## src/rtl/matmul_sequencer.sv

```systemverilog
// Counter-driven address/strobe sequencer for a shared-MAC matrix multiply C = A x B.
// A and B are row-major; one result element is produced per INNER+2 cycles when unstalled.
module matmul_sequencer #(
    parameter int ROWS  = 3,
    parameter int INNER = 4,
    parameter int COLS  = 3,
    parameter int AW    = 4,
    parameter int IW    = 2
) (
    input  logic          clk,
    input  logic          reset,
    input  logic          start,
    output logic [AW-1:0] a_addr,
    output logic [AW-1:0] b_addr,
    output logic          rd_en,
    output logic          mac_en,
    output logic          mac_clr,
    output logic          res_valid,
    input  logic          res_ready,
    output logic [IW-1:0] res_row,
    output logic [IW-1:0] res_col,
    output logic          res_last,
    output logic          busy,
    output logic          done
);

    localparam int KW = (INNER > 1) ? $clog2(INNER) : 1;

    typedef enum logic [2:0] {
        S_IDLE,
        S_ACCUM,
        S_FLUSH,
        S_OUT,
        S_DONE
    } state_t;

    state_t        state_q;
    logic [IW-1:0] i_q;
    logic [IW-1:0] j_q;
    logic [KW-1:0] k_q;
    logic [AW-1:0] a_base_q;
    logic [AW-1:0] a_addr_q;
    logic [AW-1:0] b_addr_q;
    logic          rd_en_q;
    logic          mac_en_q;
    logic          mac_clr_q;
    logic          res_valid_q;
    logic [IW-1:0] res_row_q;
    logic [IW-1:0] res_col_q;
    logic          res_last_q;
    logic          busy_q;
    logic          done_q;

    // Handshake: res_valid rises on OUT entry and the element is transferred in the
    // cycle where res_valid && res_ready; everything on the result side holds until then.
    always_ff @(posedge clk) begin
        if (reset) begin
            state_q     <= S_IDLE;
            i_q         <= '0;
            j_q         <= '0;
            k_q         <= '0;
            a_base_q    <= '0;
            a_addr_q    <= '0;
            b_addr_q    <= '0;
            rd_en_q     <= 1'b0;
            mac_en_q    <= 1'b0;
            mac_clr_q   <= 1'b0;
            res_valid_q <= 1'b0;
            res_row_q   <= '0;
            res_col_q   <= '0;
            res_last_q  <= 1'b0;
            busy_q      <= 1'b0;
            done_q      <= 1'b0;
        end else begin
            // Operand data arrives one cycle after the read, so the MAC strobes trail rd_en.
            mac_en_q  <= rd_en_q;
            mac_clr_q <= rd_en_q && (k_q == '0);
            done_q    <= 1'b0;

            case (state_q)
                S_IDLE: begin
                    if (start) begin
                        state_q  <= S_ACCUM;
                        i_q      <= '0;
                        j_q      <= '0;
                        k_q      <= '0;
                        a_base_q <= '0;
                        a_addr_q <= '0;
                        b_addr_q <= '0;
                        rd_en_q  <= 1'b1;
                        busy_q   <= 1'b1;
                    end
                end
                S_ACCUM: begin
                    if (k_q == KW'(INNER - 1)) begin
                        state_q <= S_FLUSH;
                        rd_en_q <= 1'b0;
                    end else begin
                        k_q      <= k_q + KW'(1);
                        a_addr_q <= a_addr_q + AW'(1);
                        b_addr_q <= b_addr_q + AW'(COLS);
                        rd_en_q  <= 1'b1;
                    end
                end
                S_FLUSH: begin
                    state_q     <= S_OUT;
                    res_valid_q <= 1'b1;
                    res_row_q   <= i_q;
                    res_col_q   <= j_q;
                    res_last_q  <= (i_q == IW'(ROWS - 1)) && (j_q == IW'(COLS - 1));
                end
                S_OUT: begin
                    if (res_ready) begin
                        res_valid_q <= 1'b0;
                        res_last_q  <= 1'b0;
                        if (res_last_q) begin
                            state_q <= S_DONE;
                            done_q  <= 1'b1;
                        end else begin
                            state_q <= S_ACCUM;
                            k_q     <= '0;
                            rd_en_q <= 1'b1;
                            // Row wrap moves the A base by one row; B restarts at column 0.
                            if (j_q == IW'(COLS - 1)) begin
                                j_q      <= '0;
                                i_q      <= i_q + IW'(1);
                                a_base_q <= a_base_q + AW'(INNER);
                                a_addr_q <= a_base_q + AW'(INNER);
                                b_addr_q <= '0;
                            end else begin
                                j_q      <= j_q + IW'(1);
                                a_addr_q <= a_base_q;
                                b_addr_q <= AW'(j_q + IW'(1));
                            end
                        end
                    end
                end
                S_DONE: begin
                    state_q <= S_IDLE;
                    busy_q  <= 1'b0;
                end
                default: begin
                    state_q <= S_IDLE;
                end
            endcase
        end
    end

    assign a_addr    = a_addr_q;
    assign b_addr    = b_addr_q;
    assign rd_en     = rd_en_q;
    assign mac_en    = mac_en_q;
    assign mac_clr   = mac_clr_q;
    assign res_valid = res_valid_q;
    assign res_row   = res_row_q;
    assign res_col   = res_col_q;
    assign res_last  = res_last_q;
    assign busy      = busy_q;
    assign done      = done_q;

endmodule

```

## config.mk

```make
export PLATFORM = sky130hd
export DESIGN_NAME = matmul_sequencer
export DESIGN_NICKNAME = d
export VERILOG_FILES = /design/src/rtl/matmul_sequencer.sv
export SDC_FILE = /design/constraint.sdc
export NUM_CORES = 1
export LEC_CHECK = 0
export ABC_AREA = 0
export CAP_MARGIN = 20
export CORE_ASPECT_RATIO = 1.5
export CORE_UTILIZATION = 40
export DETAILED_ROUTE_END_ITERATION = 6
export GPL_ROUTABILITY_DRIVEN = 0
export HOLD_SLACK_MARGIN = 0.15
export PLACE_DENSITY = 0.7
export REMOVE_ABC_BUFFERS = 1
export SETUP_SLACK_MARGIN = 0.3
export SLEW_MARGIN = 20
export SYNTH_ARGS = -nofsm -noshare
export SYNTH_HDL_FRONTEND = slang
export SYNTH_SLANG_ARGS = --single-unit
```

## constraint.sdc

```tcl
create_clock -name clk -period 2.1 [get_ports clk]
set_input_delay 0.42 -clock clk [delete_from_list [all_inputs] [get_ports clk]]
set_output_delay 0.42 -clock clk [all_outputs]
set_load 0.01 [all_outputs]
```

## Yosys cells after proc, flatten, opt, wreduce, memory -nomap -nowiden

Cells that the tools add are included.

- Add/sub/neg operators: 7
- Eq/ne operators: 13
- Multiplexer cells: 40
- Bitwise gates (word level): 2
- Reduce and logical (&&, ||, !) cells: 16

Operators by type and width:

| cell | number |
|---|---|
| two-way mux 4 bit | 8 |
| one-hot mux 4 bit (3 select lines) | 2 |
| two-way mux 2 bit | 10 |
| two-way mux 3 bit | 5 |
| inequality test 2 bit, second input constant | 6 |
| one-hot mux 3 bit (4 select lines) | 1 |
| AND reduction 5 bit | 2 |
| one-hot mux 2 bit (2 select lines) | 2 |
| one-hot mux 4 bit (2 select lines) | 1 |
| AND reduction 4 bit | 2 |
| adder 2 x 1 -> 2 bit, second input constant | 3 |
| == test 2 bit, second input constant | 3 |
| == test 3 x 2 -> 1 bit, second input constant | 2 |
| two-way mux 1 bit | 6 |
| one-hot mux 1 bit (2 select lines) | 3 |
| one-hot mux 2 bit (3 select lines) | 1 |
| nonzero test 2 bit | 3 |
| adder 4 x 1 -> 4 bit, second input constant | 1 |
| adder 4 x 2 -> 4 bit, second input constant | 1 |
| adder 4 x 3 -> 4 bit, second input constant | 1 |
| AND reduction 2 bit | 2 |
| adder 2 x 1 -> 3 bit, second input constant | 1 |
| == test 3 x 1 -> 1 bit, second input constant | 1 |
| == test 3 bit, second input constant | 1 |
| 8 further kinds | 10 |

- Register bits after elaboration: 32
- Bits of input ports: 4
- Output and inout port bits: 19
- Word-level logic and storage cells: 94

## Depth between registers and ports, before layout

Gate-level depths: netlist of the first run.

- Depth in word-level cells: 5
- Depth in mapped cells: 6
- Depth with buffers taken out: 5

## Worst setup path after synthesis of the first run

Ideal clock, no wire load.

- Path kind: input to register
- Start: input start
- End: register j_q[0]
- Setup time: 0.070 ns
- Arrival time: 1.560 ns
- Setup slack: 0.469 ns
- Stages on the path: 4
- Buffers on the path: 0
- Cells stage by stage: or3b_4 > a21o_1 > or4_1 > a21oi_1

- Longest elaborated chain between the ends: 2

RTL lines:

| element | line | text |
|---|---|---|
| start, declared | 12 | `input logic start,` |
| inequality test 2 bit (no source line) | -- |  |
| AND reduction 4 bit (no source line) | -- |  |
| end signal, assigned | 131 | `j_q <= j_q + IW'(1);` |
| end, declared | 39 | `logic [IW-1:0] j_q;` |

No other way between the ends.
A chain may end at the register's enable or synchronous reset.

## Worst setup path after layout of the first run

- Start: input res_ready
- End: register j_q[0]

- Longest elaborated chain between the ends: 2

RTL lines:

| element | line | text |
|---|---|---|
| start, declared | 19 | `input logic res_ready,` |
| inequality test 2 bit (no source line) | -- |  |
| AND reduction 4 bit (no source line) | -- |  |

No other way between the ends.

==> flow_summary.ini, run 1 <==
[sta]
fmax_mhz = 573
setup_viol = 0
worst_pin_slew_ns = 0.562
slew-limit-headroom_pct = 62.4
finClkSkew_ns = 0.00436
hold_viol_final = 0
fin_crit_ns = 1.74
fin_crit_sh_pct = 83.0
final_max_slew_viol_count = 0
rsz0062_at_grt = yes
hold_ws_ns = 0.481

[cts]
cts_sinks = 30
cts_buffers = 5
clockBufferDepth = 2
clk_pin_slew_worst_paths_ns = 0.06
clock_latency_ns = 0.28
htree_levels = 2
root_buffer = clkbuf_8
cts_tree = yes

[die]
die-area_mm2 = 0.00370
core_area_mm2 = 0.00322
die_h_um = 74.0
row_count = 25
die_w_um = 50.0
ios = 23
start_util_pct = 42.9

[route]
drt_first_pass_iters = 4
vias = 1251
ant_nets = 0
wire_per_inst_um = 13.4
drtIter0Drc = 21
drc = 0
vias_per_cell = 5.54
wl_um = 3030

[global_route]
grt_pass1_vias = 1215
grt_max_degree = 32
grt_overflow_total = 0
antenna_found_initial = 0
grtUsageTotal_pct = 18.1
grt_pass1_wl_um = 5040

[logic_synthesis]
synth_enable_flop_cells = 0
avgSynthCellArea_um2 = 8.59
synth_ff_type = dfxtp_1
synth_top_area_cell = dfxtp_1
postSynth.asyncResetShare_pct = 0
yosysTopAreaCellShare_pct = 43.4
synth-warning-count = 0
synth_area_leaders = dfxtp_1, a21oi_1, ha_1, nor2_1, mux2i_1
yosys.cell_types.count = 37
synth_area_mm2 = 0.00138
seq_area_frac_synth_pct = 43.4
syn_inst = 161
yosys_register_bits = 30

[run_status]
status = completed

[cells_and_area]
num-nets-final = 196
fillers = 307
final_cell_mix = dfxtp_1, a21oi_1, clkdlybuf4s50_1
area_delta_synth_final_pct = 28.8
final_common_cell = dfxtp_1
final_util_pct = 55.3
drive_above_1_share_pct = 10.8
antennaDiodeCount = 0

[hold_path]
worst_hold_path.endpoint = k_q[1]$_SDFFE_PP0P_
hold_depth = 2
hold_path.class = flip-flop to flip-flop
min-delay-start = k_q[1]$_SDFFE_PP0P_

[worst_setup_path]
critPathArrivalTime_ns = 1.95
cp_max_fo = 4
endpoint_kind = flip-flop
required_ns = 2.31
startpoint_type = input pin
r2r_start = state_q[1]$_SDFFE_PP0P_
r2r-end = j_q[0]$_SDFFE_PP0P_
path_class = input pin to flip-flop
r2r_setup_slack_ns = 0.42
reg2regPathDepth = 4

[run]
cap_violations = 0

[power]
power_density_mw_per_mm2 = 660
ir_drop_mv = 0.440
p_leak_nw = 0.638

[place]
numPortBuffers = 22
hpwl_um = 2130
power breakdown:
part	leakage, nW	switching, mW	internal (mW)
logic	0.350	0.0631	0.0676
clock network	0.0431	0.191	0.252
registers	0.245	0.0168	0.586
layer usage:
metal	part of all wire (%)	GRT usage [%]
met1	43	18.8
met5	0	0
met2	53	31.3
met4	0.99	9.84
met3	3.5	6.75
flip-flops by register name, summed over array words and instances, names as in the netlist:
signal,count
a_addr,4
b_addr,4
state_q,3
a_base_q,2
i_q,2
j_q,2
k_q,2
res_col,2
res_row,2
busy,1
done,1
mac_clr,1
mac_en,1
rd_en,1
res_last,1
res_valid,1
synth_stat cells, drive strengths merged (3+ instances only):
cell type and n:
inv 7, nand3 5, mux2i 4, nor2b 4, ha 5, clkbuf 7, nand3b 3, nor3 7
nor2 14, dfxtp 30, nor3b 4, nand2 10, o32ai 4, a21oi 21, o21ai 7
per-stage QoR:
step	setup WS, ns	cell area, um^2	power, mW	setup TNS (ns)	std cells
finish	0.356	1780	1.18	0	226
global placement	0.00500	1670	0.734	0	219
detailed placement	-0.0165	1670	0.741	-0.0165	219
global route	0.281	1780	1.23	0	226
floorplan	0.433	1350	0.674	0	152
CTS	0.344	1760	1.19	0	226
worst max path at each step:
stage / slack (ns) / cells past startpoint / startpoint / endpoint
after global placement: 0.005 / 5 / start / j_q[0]$_SDFFE_PP0P_
final: 0.36 / 5 / res_ready / j_q[0]$_SDFFE_PP0P_
after CTS: 0.34 / 4 / state_q[1]$_SDFFE_PP0P_ / j_q[0]$_SDFFE_PP0P_
after floorplan: 0.43 / 4 / state_q[1]$_SDFFE_PP0P_ / j_q[0]$_SDFFE_PP0P_
after global routing: 0.28 / 5 / res_ready / j_q[0]$_SDFFE_PP0P_
after detailed placement: -0.02 / 5 / start / j_q[0]$_SDFFE_PP0P_
cells by family (layout without fill, tap and decap cells):
kind of cell | Yosys count | count (layout) | synth area share [%]
AO/OA/AOI/OAI | 42 | 42 | 18.6
XOR/XNOR | 2 | 2 | 1.27
adder cells (fa/ha/maj) | 5 | 5 | 4.52
buffers and inverters | 16 | 41 | 4.53
flip-flops | 30 | 30 | 43.4
multiplexers | 4 | 4 | 2.90
AND/OR/NAND/NOR | 62 | 62 | 24.8
worst max-delay path, stage by stage:
cell	delay [ns]
clkdlybuf4s50_1	0.47
nand4b_1	0.22
a21o_1	0.24
or4_1	0.46
a21oi_1	0.14
area by class of cell:
type	count	area (um^2)	area share [%]
clock buffer	6	82.6	4.64
inverter	7	26.3	1.48
multi-input combinational	115	742	41.7
sequential	30	603	33.9
tap	40	50.0	2.81
timing repair buffer	28	277	15.5
what timing repair did:
item                                    in CTS  in global routing
pin swaps                                    2                  0
resized for setup                            3                  4
endpoints found under the setup margin       4                  7
hold buffers                                 0                  0
setup buffers                                1                  0
Note: power is estimated with default switching activity, not from simulation.
==> run 2, diff against run 1 <==
--- a/config.mk
+++ b/config.mk
@@ -12,7 +12,7 @@
 export DETAILED_ROUTE_END_ITERATION = 6
 export GPL_ROUTABILITY_DRIVEN = 0
 export HOLD_SLACK_MARGIN = 0.15
-export PLACE_DENSITY = 0.7
+export PLACE_DENSITY = 0.72
 export REMOVE_ABC_BUFFERS = 1
 export SETUP_SLACK_MARGIN = 0.3
 export SLEW_MARGIN = 20
==> constraint.sdc (replaced) <==
create_clock -name clk -period 1.56 [get_ports clk]
set_input_delay 0.312 -clock clk [delete_from_list [all_inputs] [get_ports clk]]
set_output_delay 0.312 -clock clk [all_outputs]
set_load 0.01 [all_outputs]
==> run 2 against run 1 <==
The run now ends with setup timing left. Sequential power up 34%. Global-route usage up 6.4 points. Register-to-register slack worse by 0.45 ns. Critical endpoint unchanged. Largest cell class unchanged. Highest routed layer unchanged.
==> flow_summary.ini, run 2 (synthesis results as in run 1) <==
[run_status]
status = finished, violations left
violations = setup timing

[hold_path]
hold_path.class = flip-flop to flip-flop

[sta]
finClkSkew_ns = 0.000878
fmax_mhz = 627
fin_crit_sh_pct = 102
worst_pin_slew_ns = 0.309
hold_ws_ns = 0.477
rsz0062_at_grt = yes
hold_viol_final = 0
final_max_slew_viol_count = 0
slew-limit-headroom_pct = 79.2
fin_crit_ns = 1.59
setup_ws_ns = -0.0341
setup_viol = 2

[cells_and_area]
final_cell_mix = buf_4, dfxtp_1, dlygate4sd2_1
num-nets-final = 229
seqCellArea_um2 = 622
multi_input_area_um2 = 971
area_delta_synth_final_pct = 66.2
fillers = 231
antennaDiodeCount = 0
final_common_cell = buf_4
drive_above_1_share_pct = 47.5

[route]
wl_um = 4630
wire_per_inst_um = 17.7
vias = 1515
ant_nets = 0
drt_first_pass_iters = 4
vias_per_cell = 5.80
drtIter0Drc = 46
drc = 0

[worst_setup_path]
endpoint = j_q[0]$_SDFFE_PP0P_
cp_max_fo = 3
path_class = flip-flop to flip-flop
r2r_start = state_q[1]$_SDFFE_PP0P_
required_ns = 1.79
endpoint_kind = flip-flop
critPathArrivalTime_ns = 1.82
r2r_setup_slack_ns = -0.03
r2r-end = j_q[0]$_SDFFE_PP0P_
reg2regPathDepth = 4
crit_start = state_q[1]$_SDFFE_PP0P_
startpoint_type = flip-flop

[global_route]
grt_pass1_vias = 1516
antenna_found_initial = 0
grt_overflow_total = 0
grt_max_degree = 32
grt_pass1_wl_um = 6760
grtUsageTotal_pct = 24.5

[die]
ios = 23
core_area_mm2 = 0.00322
die_h_um = 74.0
start_util_pct = 42.9
row_count = 25
die-area_mm2 = 0.00370
die_w_um = 50.0

[power]
ir_drop_mv = 0.897
power_density_mw_per_mm2 = 757
p_total_mw = 1.74
p_leak_nw = 0.925

[cts]
holdBufCountCts = 0
root_buffer = clkbuf_8
cts_buffers = 5
clockBufferDepth = 2
clock_latency_ns = 0.29
htree_levels = 2
cts_tree = yes
cts_sinks = 30
clk_pin_slew_worst_paths_ns = 0.06

[place]
numPortBuffers = 22
dp_slack_ns = -0.450
hpwl_um = 2550

[run]
cap_violations = 0
[run 2: changes by cell type in the layout (fill, tap and decap cells not counted), sizes merged]
cell           change
buf               +33
clkbuf             +2
clkdlybuf4s15      +4
clkdlybuf4s50     -20
clkinv             +1
dlygate4sd2       +14
o32a               +1
[run 2: timing repair]
action / in CTS / in global routing
gates resized for setup: 75 / 37
buffers inserted: 6 / 5
cloned: 1 / 0
endpoints found under the setup margin: 44 / 32
pin swaps: 16 / 22
[run 2: how the worst min path moves through the flow]
stage                                         from                  endpoint  depth (start not counted)
final                            busy$_SDFFE_PP0P_         busy$_SDFFE_PP0P_                          2
after global routing             busy$_SDFFE_PP0P_         busy$_SDFFE_PP0P_                          2
after CTS                 a_base_q[3]$_SDFFE_PP0P_  a_base_q[3]$_SDFFE_PP0P_                          2
after detailed placement  a_base_q[3]$_SDFFE_PP0P_  a_base_q[3]$_SDFFE_PP0P_                          2
after global placement         k_q[1]$_SDFFE_PP0P_       k_q[1]$_SDFFE_PP0P_                          2
after floorplan                              reset    a_addr[1]$_SDFFE_PP0P_                          1
[run 2: layout make-up]
cell class              count  share of cell area (%)
clock inverters             1                   0.218
flip-flops and latches     30                    27.1
repair buffers             60                    23.4
well taps                  40                    2.18
inverters                   7                    1.14
clock buffers               7                    3.76
multi-input cells         116                    42.3
[run 2: critical path, stage by stage (launching register included)]
cell and delay [ns]:
dfxtp_4 0.36, or3b_4 0.40, a21o_1 0.18, or4_4 0.48, a21oi_2 0.11
[run 2: through the flow]
step                TNS [ns]  util, %  std cells  instance area [um^2]
floorplan             -0.120        -        152                  1350
global placement       -3.39     57.2        241                  1840
detailed placement     -4.14     57.2        241                  1840
CTS                  -0.0433     66.6        256                  2150
global route          -0.194     71.3        261                  2300
finish               -0.0436     71.3        261                  2300
[run 2: power by group]
| part | switching (mW) | internal, mW |
|---|---|---|
| sequential | 0.0209 | 0.787 |
| clock | 0.299 | 0.355 |
| combinational | 0.141 | 0.136 |
| total | 0.461 | 1.28 |
[run 2: metal layers]
metal | track usage [%] | up-vias | wire, um
met1 | 24.0 | 738 | 1640
met4 | 16.2 | 0 | 267
met2 | 44.9 | 52 | 2550
met3 | 6.34 | 24 | 169
li1 | - | 701 | -
met5 | 0 | - | 0
